<file path="src/rtl/fifo_hs_sync.sv">
// ============================================================================
// Module      : fifo_hs_sync
// Description : Single-clock synchronous FIFO with req/ack handshakes on both
//               sides, occupancy level, programmable almost-full/almost-empty
//               flags, synchronous flush and a sticky overflow-attempt flag.
//
// Ports       : clk          - clock, all logic on rising edge
//               rstn         - asynchronous active-low reset
//               wr_data      - write data (dw bits)
//               wr_req       - writer offers wr_data
//               wr_ack       - FIFO can accept (== !full)
//               rd_data      - head-of-queue data, show-ahead
//               rd_req       - head valid (== !empty)
//               rd_ack       - reader takes head
//               flush        - synchronous clear of both pointers
//               level        - occupancy 0..depth
//               almost_full  - level >= af_thr
//               almost_empty - level <= ae_thr
//               ovf          - sticky: wr_req seen while full
//               ovf_clr      - clears ovf (a same-cycle set wins)
//
// Revision    : 1.0 - initial release
// ============================================================================
`default_nettype none

module fifo_hs_sync #(
    parameter int dw     = 8,
    parameter int depth  = 16,
    parameter int af_thr = depth - 2,
    parameter int ae_thr = 2
) (
    input  logic                   clk,
    input  logic                   rstn,
    input  logic [dw-1:0]          wr_data,
    input  logic                   wr_req,
    output logic                   wr_ack,
    output logic [dw-1:0]          rd_data,
    output logic                   rd_req,
    input  logic                   rd_ack,
    input  logic                   flush,
    output logic [$clog2(depth):0] level,
    output logic                   almost_full,
    output logic                   almost_empty,
    output logic                   ovf,
    input  logic                   ovf_clr
);

    localparam int aw = $clog2(depth);

    localparam logic [aw:0] c_one    = (aw+1)'(1);
    localparam logic [aw:0] c_af_thr = (aw+1)'(af_thr);
    localparam logic [aw:0] c_ae_thr = (aw+1)'(ae_thr);

    // ------------------------------------------------------------------------
    // State
    // ------------------------------------------------------------------------
    logic [dw-1:0] mem_q [depth];

    // Pointers carry one extra wrap bit so full and empty are distinguishable
    // without a separate counter.
    logic [aw:0] wr_ptr_q, wr_ptr_d;
    logic [aw:0] rd_ptr_q, rd_ptr_d;
    logic        ovf_q,    ovf_d;

    logic        full;
    logic        empty;
    logic        wr_xfer;
    logic        rd_xfer;

    // ------------------------------------------------------------------------
    // Status, derived only from registered pointers
    // ------------------------------------------------------------------------
    always_comb begin
        empty = (wr_ptr_q == rd_ptr_q);
        full  = (wr_ptr_q[aw-1:0] == rd_ptr_q[aw-1:0]) &&
                (wr_ptr_q[aw]     != rd_ptr_q[aw]);
    end

    assign wr_ack       = !full;
    assign rd_req       = !empty;
    assign level        = wr_ptr_q - rd_ptr_q;
    assign almost_full  = (level >= c_af_thr);
    assign almost_empty = (level <= c_ae_thr);
    assign ovf          = ovf_q;

    // Show-ahead read of the head entry.
    assign rd_data      = mem_q[rd_ptr_q[aw-1:0]];

    assign wr_xfer      = wr_req && !full;
    assign rd_xfer      = rd_ack && !empty;

    // ------------------------------------------------------------------------
    // Next-state logic
    // ------------------------------------------------------------------------
    always_comb begin
        wr_ptr_d = wr_ptr_q;
        rd_ptr_d = rd_ptr_q;

        if (flush) begin
            // Flush discards any transfer offered in the same cycle.
            wr_ptr_d = '0;
            rd_ptr_d = '0;
        end else begin
            if (wr_xfer) begin
                wr_ptr_d = wr_ptr_q + c_one;
            end
            if (rd_xfer) begin
                rd_ptr_d = rd_ptr_q + c_one;
            end
        end
    end

    // Set has priority over clear; flush leaves the flag alone.
    always_comb begin
        ovf_d = ovf_q;
        if (wr_req && full) begin
            ovf_d = 1'b1;
        end else if (ovf_clr) begin
            ovf_d = 1'b0;
        end
    end

    // ------------------------------------------------------------------------
    // Registers
    // ------------------------------------------------------------------------
    always_ff @(posedge clk or negedge rstn) begin
        if (!rstn) begin
            wr_ptr_q <= '0;
            rd_ptr_q <= '0;
            ovf_q    <= 1'b0;
        end else begin
            wr_ptr_q <= wr_ptr_d;
            rd_ptr_q <= rd_ptr_d;
            ovf_q    <= ovf_d;
        end
    end

    // Storage array is not reset; a write discarded by flush is not stored.
    always_ff @(posedge clk) begin
        if (wr_xfer && !flush) begin
            mem_q[wr_ptr_q[aw-1:0]] <= wr_data;
        end
    end

endmodule

`default_nettype wire

</file>
<file path="config.mk">
export PLATFORM = sky130hd
export DESIGN_NAME = fifo_hs_sync
export DESIGN_NICKNAME = d
export VERILOG_FILES = /design/src/rtl/fifo_hs_sync.sv
export SDC_FILE = /design/constraint.sdc
export NUM_CORES = 1
export LEC_CHECK = 0
export BUFFER_PORTS_ARGS = -buffer_cell sky130_fd_sc_hd__buf_2
export CAP_MARGIN = 20
export CORE_AREA = 2 2 79 157
export DETAILED_ROUTE_END_ITERATION = 8
export DIE_AREA = 0 0 81 159
export PLACE_DENSITY = 0.66
export SLEW_MARGIN = 20
export SYNTH_ARGS = -nofsm -noshare
export SYNTH_HDL_FRONTEND = slang
export SYNTH_SLANG_ARGS = --single-unit
export TNS_END_PERCENT = 50
</file>
<file path="constraint.sdc">
create_clock -name clk -period 3.4 [get_ports clk]
set_input_delay 0.68 -clock clk [delete_from_list [all_inputs] [get_ports clk]]
set_output_delay 0.68 -clock clk [all_outputs]
set_load 0.01 [all_outputs]
</file>
==> results of run 1 <==
flip-flops by register name, summed over array words and instances, names as in the netlist:
name      count
mem_q       128
rd_ptr_q      5
wr_ptr_q      5
ovf           1
Yosys cell counts, drive strengths merged, types with 3 or more instances:
library cell  instances
dfrtp                11
a22oi                16
xor2                  7
nor2                 29
a21oi                 3
o211ai                4
edfxtp              128
xnor2                 5
o21ai                 5
buf                   7
nand3                 3
mux4                 32
ha                    9
nand2                14
inv                   9
worst max-delay path: stages (launching register included):
cell and delay [ps]:
dfrtp_1 420, inv_1 180, ha_1 180, inv_1 60, fa_1 400, a21o_1 190, a21oi_1 160, xnor2_1 120
a2111oi_2 200, buf_2 180
layout make-up:
| class | count | area, sq um | area share [%] |
|---|---|---|---|
| clock buffer | 22 | 444 | 6.63 |
| inverter | 9 | 33.8 | 0.504 |
| sequential | 139 | 4120 | 61.5 |
| clock inverter | 10 | 148 | 2.20 |
| multi-input combinational | 145 | 1510 | 22.6 |
| tap | 145 | 181 | 2.71 |
| timing repair buffer | 45 | 260 | 3.88 |
worst paths after layout:
| check | cells after the start | start | slack, ps | end |
|---|---|---|---|---|
| max reg2reg | 7 | rd_ptr_q[2]$_DFFE_PN0P_ | 820 | mem_q[5][7]$_DFFE_PP_ |
| max in group asynchronous | 1 | rstn | 3040 | rd_ptr_q[0]$_DFFE_PN0P_ |
| min | 1 | rstn | 130 | rd_ptr_q[4]$_DFFE_PN0P_ |
| min in group clk | 2 | ovf_clr | 450 | ovf$_DFFE_PN0P_ |
| min reg2reg | 2 | ovf$_DFFE_PN0P_ | 530 | ovf$_DFFE_PN0P_ |
| max | 9 | wr_ptr_q[0]$_DFFE_PN0P_ | 230 | almost_empty |
routing by layer:
metal,global-route usage (%),up-vias
li1,-,1332
met1,22.3,1498
met2,34.0,83
met3,5.16,15
met4,7.55,0
met5,0,-
power by group through the flow:
stage	Combinational (uW)	Sequential, uW	Clock (uW)
6_report	572	1900	1840
3_5_place_dp	584	1930	0
5_1_grt	626	1900	1930
4_1_cts	587	1900	1850
2_1_floorplan	422	1930	0
3_3_place_gp	579	1930	0
logic make-up (layout without fill, tap and decap cells):
logic type / after synthesis / after routing / share of synthesized area (%)
xor+xnor: 12 / 12 / 1.83
mux: 33 / 33 / 13.6
compound gates: 34 / 34 / 4.25
simple gates: 56 / 56 / 4.40
flops: 139 / 139 / 71.7
buf+inv: 18 / 86 / 1.96
fa+ha+maj: 10 / 10 / 2.31
through the flow:
stage	setup slack, ps	area [sq um]
after floorplan	544	5750
after global placement	735	6110
after detailed placement	644	6110
after CTS	196	6700
after global routing	14.2	6700
final	229	6700
==> metrics, run 1 <==
run status complete, no violations; number of global-route vias before repair 3090; mean post-synth cell area 19.0 sq um; Yosys Warn Count 0; Pins Over Slew Limit 0; antenna violations before repair 0; hold buffer count at CTS 0; DRT Wirelength 11.3 mm; DR WL met3 486 microns; leakage power 0.00231 uW; clock tree sinks 139; syn_nets 326; die height 159 microns; die span in x 81 microns; drt drc 0; Initial Utilization 49.4%; pwr dens 643 mW/mm^2; CP Data Arrival Time 2490 ps; Iter 0 DRT Violations 247; fmax 315 MHz; clk_skew 10.5 ps; clock slew at reported path FFs 60 ps; postcts setup bufs 0; post-CTS resize count 0; Total Routing Usage GR 19.5%; most common cell after layout, fill and taps aside edfxtp_1; clk buf depth 2; RSZ-0062 raised after global routing false; Area contributors post-synth edfxtp_1 (67%), mux4_2 (7.4%), mux4_1 (5.9%); first-pass GRT wire length 17.5 mm; worst vdd ir 0.000428 V; share of power burned in combinational logic 13.3%; drt wl/cell 22.0 microns; max layer used met4; Post-Syn Area 0.00575 sq mm; DRT Pass-1 Iters 4; # Max-Cap Violations 0; Filler Cells Inserted 923; final setup vio count 0; CTS buffer count 17; sequential share of power 44.1%; share of cells above drive strength 1 25.7%; total power draw 4310 uW; Post-synth EDFFs 128; row cnt 56; setup total negative slack 0 ps; Switching Fraction 21.7%; Crit Path Max Fanout 4; Pint 3380 uW; CTS Root Cell clkbuf_16; RD Place Congestion 0.824; Detail Route Antenna Nets 0; Port Buffers 31; Via Count 2928; Ports 32; largest net degree at the start of global routing 36; hpwl dp 7.69 mm; Syn Inst Count 302; ys flop type edfxtp_1; total gr overflow 0; Switch Pwr 933 uW; CTS tree built; class of the worst hold path in2async; Core Area 0.0116 sq mm; slew margin rel. 39.7%; Final Net Count 381; vias per inst 5.69; final count of hold timing violations 0; critical path type reg2out; Fin Hold WS 127 ps; endpoint class of the critical path primary output; htree depth 4; cell taking the most area after synthesis edfxtp_1; Synth top area share 66.9%; met1 WL 4.04 mm; Clock Latency Late Sink 420 ps; Synth async-reset ratio 7.91%; DR WL met2 6.59 mm; period utilisation layout 93.3%; crit path launch type flip-flop; Distinct cells, synth 36; commonest cells after routing, fill and taps aside edfxtp_1 (128), buf_2 (31), nor2_1 (29); DIE AREA 0.0129 sq mm; post-layout util 57.6%; fin cells 515; post-synthesis sequential area ratio 71.7%; Worst EP required 2720 ps; ant diodes 0; Placed Instances 483; Synth Register Bits 139; power share of the clock group 42.6%; actual slew at the worst max-slew pin 901 ps; Area Overhead vs Synth 16.6%; min cycle time layout 3170 ps
Power figures use the tool's default switching activity.
==> inputs of run 2 (changes only) <==
--- a/config.mk
+++ b/config.mk
@@ -5,7 +5,7 @@
 export SDC_FILE = /design/constraint.sdc
 export NUM_CORES = 1
 export LEC_CHECK = 0
-export BUFFER_PORTS_ARGS = -buffer_cell sky130_fd_sc_hd__buf_2
+export BUFFER_PORTS_ARGS = -buffer_cell sky130_fd_sc_hd__clkbuf_2
 export CAP_MARGIN = 20
 export CORE_AREA = 2 2 79 157
 export DETAILED_ROUTE_END_ITERATION = 8
==> constraint.sdc (replaced) <==
create_clock -name clk -period 3.4 [get_ports clk]
set_input_delay 0.68 -clock clk [delete_from_list [all_inputs] [get_ports clk]]
set_output_delay 0.68 -clock clk [all_outputs]
set_load 0.02 [all_outputs]
==> run 2 against run 1 <==
Compared with the run above: largest power group unchanged; maximum frequency fell by 0.85%; global-route usage rose by 0.086 points; register-to-register slack got worse by 20 ps; highest routed layer unchanged.
==> metrics, run 2 (synthesized netlist as in run 1, its figures left out) <==
hold buffer count at CTS 0 (unchanged); clk_skew 6.80 ps (-3.69 ps); cells on worst reg2reg path 7 (unchanged); share of cells above drive strength 1 26.7% (+1.0 points); Iter 0 DRT Violations 230 (-6.9%); htree depth 4 (unchanged); die height 159 microns (unchanged); DRT Wirelength 11.4 mm (+0.49%); clock slew at reported path FFs 60 ps (about the same); worst r2r src rd_ptr_q[2]$_DFFE_PN0P_; postcts setup bufs 0 (unchanged); Area Overhead vs Synth 17.0%; fmax 313 MHz (-0.85%); antenna violations before repair 0 (unchanged); DRT Pass-1 Iters 4 (unchanged); R2R setup slack 800 ps (-20 ps); DIE AREA 0.0129 sq mm (unchanged); Core Area 0.0116 sq mm (unchanged); Crit Path Max Fanout 4 (unchanged); crit path launch type flip-flop; capture point of the worst reg-to-reg path mem_q[5][5]$_DFFE_PP_; Total Routing Usage GR 19.6% (+0.086 points); hpwl dp 7.84 mm (+1.9%); period utilisation layout 94.1% (+0.80 points); endpoint class of the critical path primary output; CTS buffer count 17 (unchanged); final setup vio count 0 (unchanged); class of the worst hold path in2async; Initial Utilization 49.4% (unchanged); actual slew at the worst max-slew pin 931 ps (+29.4 ps); Port Buffers 31 (unchanged); setup total negative slack 0 ps (unchanged); number of global-route vias before repair 3176 (+2.8%); most common cell after layout, fill and taps aside edfxtp_1; commonest cells after routing, fill and taps aside edfxtp_1 (128), clkbuf_2 (31), nor2_1 (29); Pins Over Slew Limit 0 (unchanged); Final Net Count 382 (+0.26%); die span in x 81 microns (unchanged); RSZ-0062 raised after global routing false; first-pass GRT wire length 17.6 mm (+0.99%); dpl ws 616 ps (-28.3 ps); leakage power 0.00232 uW (+0.23%); slew margin rel. 37.7% (-2.0 points); Detail Route Antenna Nets 0 (unchanged); ant diodes 0 (unchanged); Setup WS post-layout 202 ps (-27.2 ps); RD Place Congestion 0.826 (+0.29%); Clock Latency Late Sink 410 ps (about the same); post-CTS resize count 0 (unchanged); worst setup path start wr_ptr_q[0]$_DFFE_PN0P_; CP Data Arrival Time 2520 ps (+30 ps); worst vdd ir 0.000449 V (+4.9%); vias per inst 5.71 (+0.35%); critical path type reg2out; Worst EP required 2720 ps (about the same); # Max-Cap Violations 0 (unchanged); largest net degree at the start of global routing 36 (unchanged); min cycle time layout 3200 ps (+27.2 ps); Ports 32 (unchanged); drt drc 0 (unchanged); CTS Root Cell clkbuf_16; run status complete, no violations; clock tree sinks 139 (unchanged); drt wl/cell 22.0 microns (+0.29%); clk buf depth 2 (unchanged); pwr dens 653 mW/mm^2 (+1.6%); CTS tree built; final count of hold timing violations 0 (unchanged); total gr overflow 0 (unchanged); Filler Cells Inserted 888 (-3.8%); Via Count 2944 (+0.55%); max FFs per register 128 (unchanged); row cnt 56 (unchanged)
## run 2: cell count changes in the layout (fill, tap and decap cells not counted), sizes merged
| cell | before | now |
|---|---|---|
| clkinvlp | 0 | 3 |
| clkinv | 6 | 7 |
| clkbuf | 22 | 49 |
| buf | 45 | 15 |
## run 2: power breakdown
group | switching, uW | internal [uW] | total (uW)
registers | 12.1 | 1890 | 1900
clock network | 659 | 1210 | 1870
logic | 348 | 272 | 620
total | 1020 | 3370 | 4390
## run 2: worst max path at each step
stage,to,slack [ps],depth (start not counted)
global placement,almost_empty,680,9
CTS,almost_empty,170,9
global route,almost_empty,4,9
floorplan,almost_empty,300,8
finish,almost_empty,200,9
detailed placement,almost_empty,620,9
## run 2: area by class of cell
| type | count | area [sq um] | share of cell area (%) |
|---|---|---|---|
| clock inverters | 14 | 178 | 2.64 |
| well taps | 145 | 181 | 2.70 |
| multi-input cells | 145 | 1510 | 22.5 |
| inverters | 9 | 33.8 | 0.502 |
| repair buffers | 46 | 268 | 3.98 |
| clock buffers | 18 | 429 | 6.38 |
| flip-flops and latches | 139 | 4120 | 61.3 |
## run 2: critical path, cell delays in order, from the launching register on
cell and delay, ps:
dfrtp_1 410, inv_1 150, ha_1 160, inv_1 60, fa_1 390, a21o_1 190, a21oi_1 180, xnor2_1 130
a2111oi_2 210, clkbuf_2 220
## run 2: layer usage
layer / vias to the layer above / track usage [%] / share of wire, %
met5: - / 0 / 0
met4: 0 / 8.24 / 2.6
met3: 18 / 4.25 / 4.2
met2: 91 / 35.4 / 58
met1: 1503 / 21.4 / 35
li1: 1332 / - / -
## run 2: stage by stage
| stage | total power [uW] | utilization [%] | hold WS [ps] | std cells | cell area (sq um) |
|---|---|---|---|---|---|
| 3_3_place_gp | 2560 | 52.6 | 516 | 484 | 6120 |
| 6_report | 4390 | 57.8 | 141 | 516 | 6720 |
| 2_1_floorplan | 2400 | - | 384 | 302 | 5750 |
| 4_1_cts | 4430 | 57.8 | 133 | 516 | 6720 |
| 5_1_grt | 4540 | 57.8 | 154 | 516 | 6720 |
| 3_5_place_dp | 2570 | 52.6 | 522 | 484 | 6120 |
==> inputs of run 3 (changes only) <==
--- a/config.mk
+++ b/config.mk
@@ -5,11 +5,11 @@
 export SDC_FILE = /design/constraint.sdc
 export NUM_CORES = 1
 export LEC_CHECK = 0
+export ABC_AREA = 1
 export BUFFER_PORTS_ARGS = -buffer_cell sky130_fd_sc_hd__clkbuf_2
-export CAP_MARGIN = 20
-export CORE_AREA = 2 2 79 157
+export CORE_AREA = 2 2 85 168
 export DETAILED_ROUTE_END_ITERATION = 8
-export DIE_AREA = 0 0 81 159
+export DIE_AREA = 0 0 87 170
 export PLACE_DENSITY = 0.66
 export SLEW_MARGIN = 20
 export SYNTH_ARGS = -nofsm -noshare
==> run 3 against run 2 <==
Compared with the run above: non-clock buffer count increased by 9; core utilization fell by 0.96 points; hold slack improved by 12 ps; largest power group is now clock; combinational power is 9.5% higher.
==> metrics, run 3 <==
Ports 32 (unchanged); main combinational cell family by area after synthesis simple AND/OR/NAND/NOR gates; final count of hold timing violations 0 (unchanged); Pins Over Slew Limit 0 (unchanged); critical path type reg2out; post-CTS resize count 0 (unchanged); clock slew at reported path FFs 60 ps (about the same); class of the worst hold path in2async; RD Place Congestion 0.838 (+1.4%); # Max-Cap Violations 0 (unchanged); share of cells above drive strength 1 12.1% (-15 points); Post-synth EDFFs 128 (unchanged); commonest cells in the netlist nand2_1 (243), inv_1 (135), edfxtp_1 (128), nand3_1 (103), nor2_1 (25); drt drc 0 (unchanged); Detail Route Antenna Nets 0 (unchanged); worst vdd ir 0.000454 V (+1.2%); row cnt 60 (+7.1%); max FFs per register 128 (unchanged); fmax 309 MHz (-1.1%); Synth async-reset ratio 7.91% (unchanged); DRT Wirelength 14.9 mm (+31%); Area contributors post-synth edfxtp_1 (58%), nand2_1 (14%), nand3_1 (7.8%); die span in x 87 microns (+7.4%); endpoint class of the critical path primary output; min cycle time layout 3230 ps (+35.4 ps); cells on worst reg2reg path 8 (+1); crit path launch type flip-flop; post-synthesis sequential area ratio 62.5% (-9.2 points); worst setup path start rd_ptr_q[2]$_DFFE_PN0P_; Initial Utilization 49.1% (-0.32 points); leakage power 0.00354 uW (+53%); capture point of the worst reg-to-reg path mem_q[8][4]$_DFFE_PP_; CTS tree built; number of global-route vias before repair 4770 (+50%); total gr overflow 0 (unchanged); Setup WS post-layout 167 ps (-35.4 ps); setup total negative slack 0 ps (unchanged); Core Area 0.0134 sq mm (+16%); largest net degree at the start of global routing 66 (+83%); worst r2r src rd_ptr_q[2]$_DFFE_PN0P_; syn_nets 729 (+120%); CTS buffer count 17 (unchanged); Via Count 4744 (+61%); Distinct cells, synth 28 (-22%); htree depth 4 (unchanged); Syn Inst Count 705 (+130%); hold buffer count at CTS 0 (unchanged); Iter 0 DRT Violations 273 (+19%); fraction of the mapped netlist area in simple logic gates 24.3% (+20 points); mux cell area share after synthesis 0% (-14 points); most common cell after layout, fill and taps aside nand2_1; Design Area, Final 0.00764 sq mm (+14%); mean post-synth cell area 9.35 sq um (-51%); Critical Path Sink almost_empty; Worst EP required 2720 ps (about the same); actual slew at the worst max-slew pin 574 ps (-357 ps); ys flop type edfxtp_1; Synth top area share 58.3% (-8.6 points); Synth Register Bits 139 (unchanged); xor and xnor fraction of the mapped netlist area 0.911% (-0.92 points); Area Overhead vs Synth 15.8%; Total Routing Usage GR 21.7% (+2.1 points); commonest cells after routing, fill and taps aside nand2_1 (243), inv_1 (134), edfxtp_1 (128); run status complete, no violations; clock tree sinks 139 (unchanged); die height 170 microns (+6.9%); CP Data Arrival Time 2550 ps (+30 ps); dpl ws 654 ps (+37.7 ps); postcts setup bufs 0 (unchanged); area share of fa/ha/maj cells after synthesis 2.01% (-0.30 points); Clock Latency Late Sink 410 ps (about the same); DRT Pass-1 Iters 5 (+1); RSZ-0062 raised after global routing false; Fin Hold WS 153 ps (+12.0 ps); Yosys Warn Count 0 (unchanged); antenna violations before repair 0 (unchanged); drt wl/cell 16.2 microns (-27%); cell taking the most area after synthesis edfxtp_1; Final Net Count 778 (+100%); vias per inst 5.15 (-9.7%); Synth Area in Compound Gates 0.455% (-3.8 points); final setup vio count 0 (unchanged); ant diodes 0 (unchanged); CTS Root Cell clkbuf_16; clk_skew 7.49 ps (+0.692 ps); slew margin rel. 61.6% (+24 points); Post-Syn Area 0.00660 sq mm (+15%); Post-DP Area 0.00701 sq mm (+15%); Crit Path Max Fanout 9 (+5); Port Buffers 31 (unchanged); first-pass GRT wire length 23.7 mm (+34%); hpwl dp 10.2 mm (+30%); DIE AREA 0.0148 sq mm (+15%); pwr dens 592 mW/mm^2 (-9.3%); most common cell in the synthesized netlist nand2_1; period utilisation layout 95.1% (+1.0 points); clk buf depth 2 (unchanged); Filler Cells Inserted 1118 (+26%); R2R setup slack 770 ps (-30 ps)
run 3: cell count changes after synthesis, sizes merged, moves of 3 or more:
cell,delta
a22oi,-15
buf,+14
clkinv,+3
inv,+127
mux4,-32
nand2,+232
nand3,+101
nand4,+3
nor2,-3
o211ai,-4
o21ai,-4
xnor2,-4
run 3: power by group:
| part | switching, uW | internal, uW |
|---|---|---|
| Clock | 665 | 1290 |
| Sequential | 10.8 | 1890 |
| Combinational | 477 | 202 |
run 3: layout make-up:
class / count / area (sq um) / share of cell area, %
clock inverter: 14 / 203 / 2.65
sequential: 139 / 4120 / 53.9
inverter: 139 / 522 / 6.83
timing repair buffer: 55 / 348 / 4.55
multi-input combinational: 402 / 1830 / 23.9
tap: 155 / 194 / 2.54
clock buffer: 17 / 425 / 5.57
run 3: routing by layer:
metal / global-route usage (%) / wire [microns] / vias up
li1: - / - / 2320
met1: 22.2 / 5320 / 2249
met2: 40.7 / 8480 / 144
met3: 3.83 / 561 / 31
met4: 10.5 / 536 / 0
met5: 0 / 0 / -
run 3: how the worst min path moves through the flow:
stage | depth (start not counted) | to | slack [ps]
floorplan | 0 | ovf$_DFFE_PN0P_ | 380
CTS | 1 | wr_ptr_q[1]$_DFFE_PN0P_ | 150
detailed placement | 2 | ovf$_DFFE_PN0P_ | 520
global placement | 2 | ovf$_DFFE_PN0P_ | 510
finish | 1 | wr_ptr_q[1]$_DFFE_PN0P_ | 150
global route | 1 | wr_ptr_q[0]$_DFFE_PN0P_ | 170
run 3: stage by stage:
step	cells	util [%]	total power [uW]
final	921	56.9	4530
after floorplan	705	-	2400
after detailed placement	890	52.2	2610
after CTS	921	56.9	4550
after global placement	890	52.2	2590
after global routing	921	56.9	4700
run 3: cells by family (layout without fill, tap and decap cells):
logic type | count (synthesis) | in the layout
buffers and inverters | 164 | 225
adders and majority gates | 10 | 10
xor gates and xnor gates | 6 | 6
AOI/OAI and AO/OA | 5 | 5
and+or+nand+nor | 381 | 381
DFF | 139 | 139
run 3: critical path, stage by stage, from the launching register on:
cell,delay [ps]
dfrtp_1,360
clkinv_1,400
ha_1,530
or2_2,330
a22oi_1,160
nand3_1,100
nor2_1,90
clkbuf_2,170
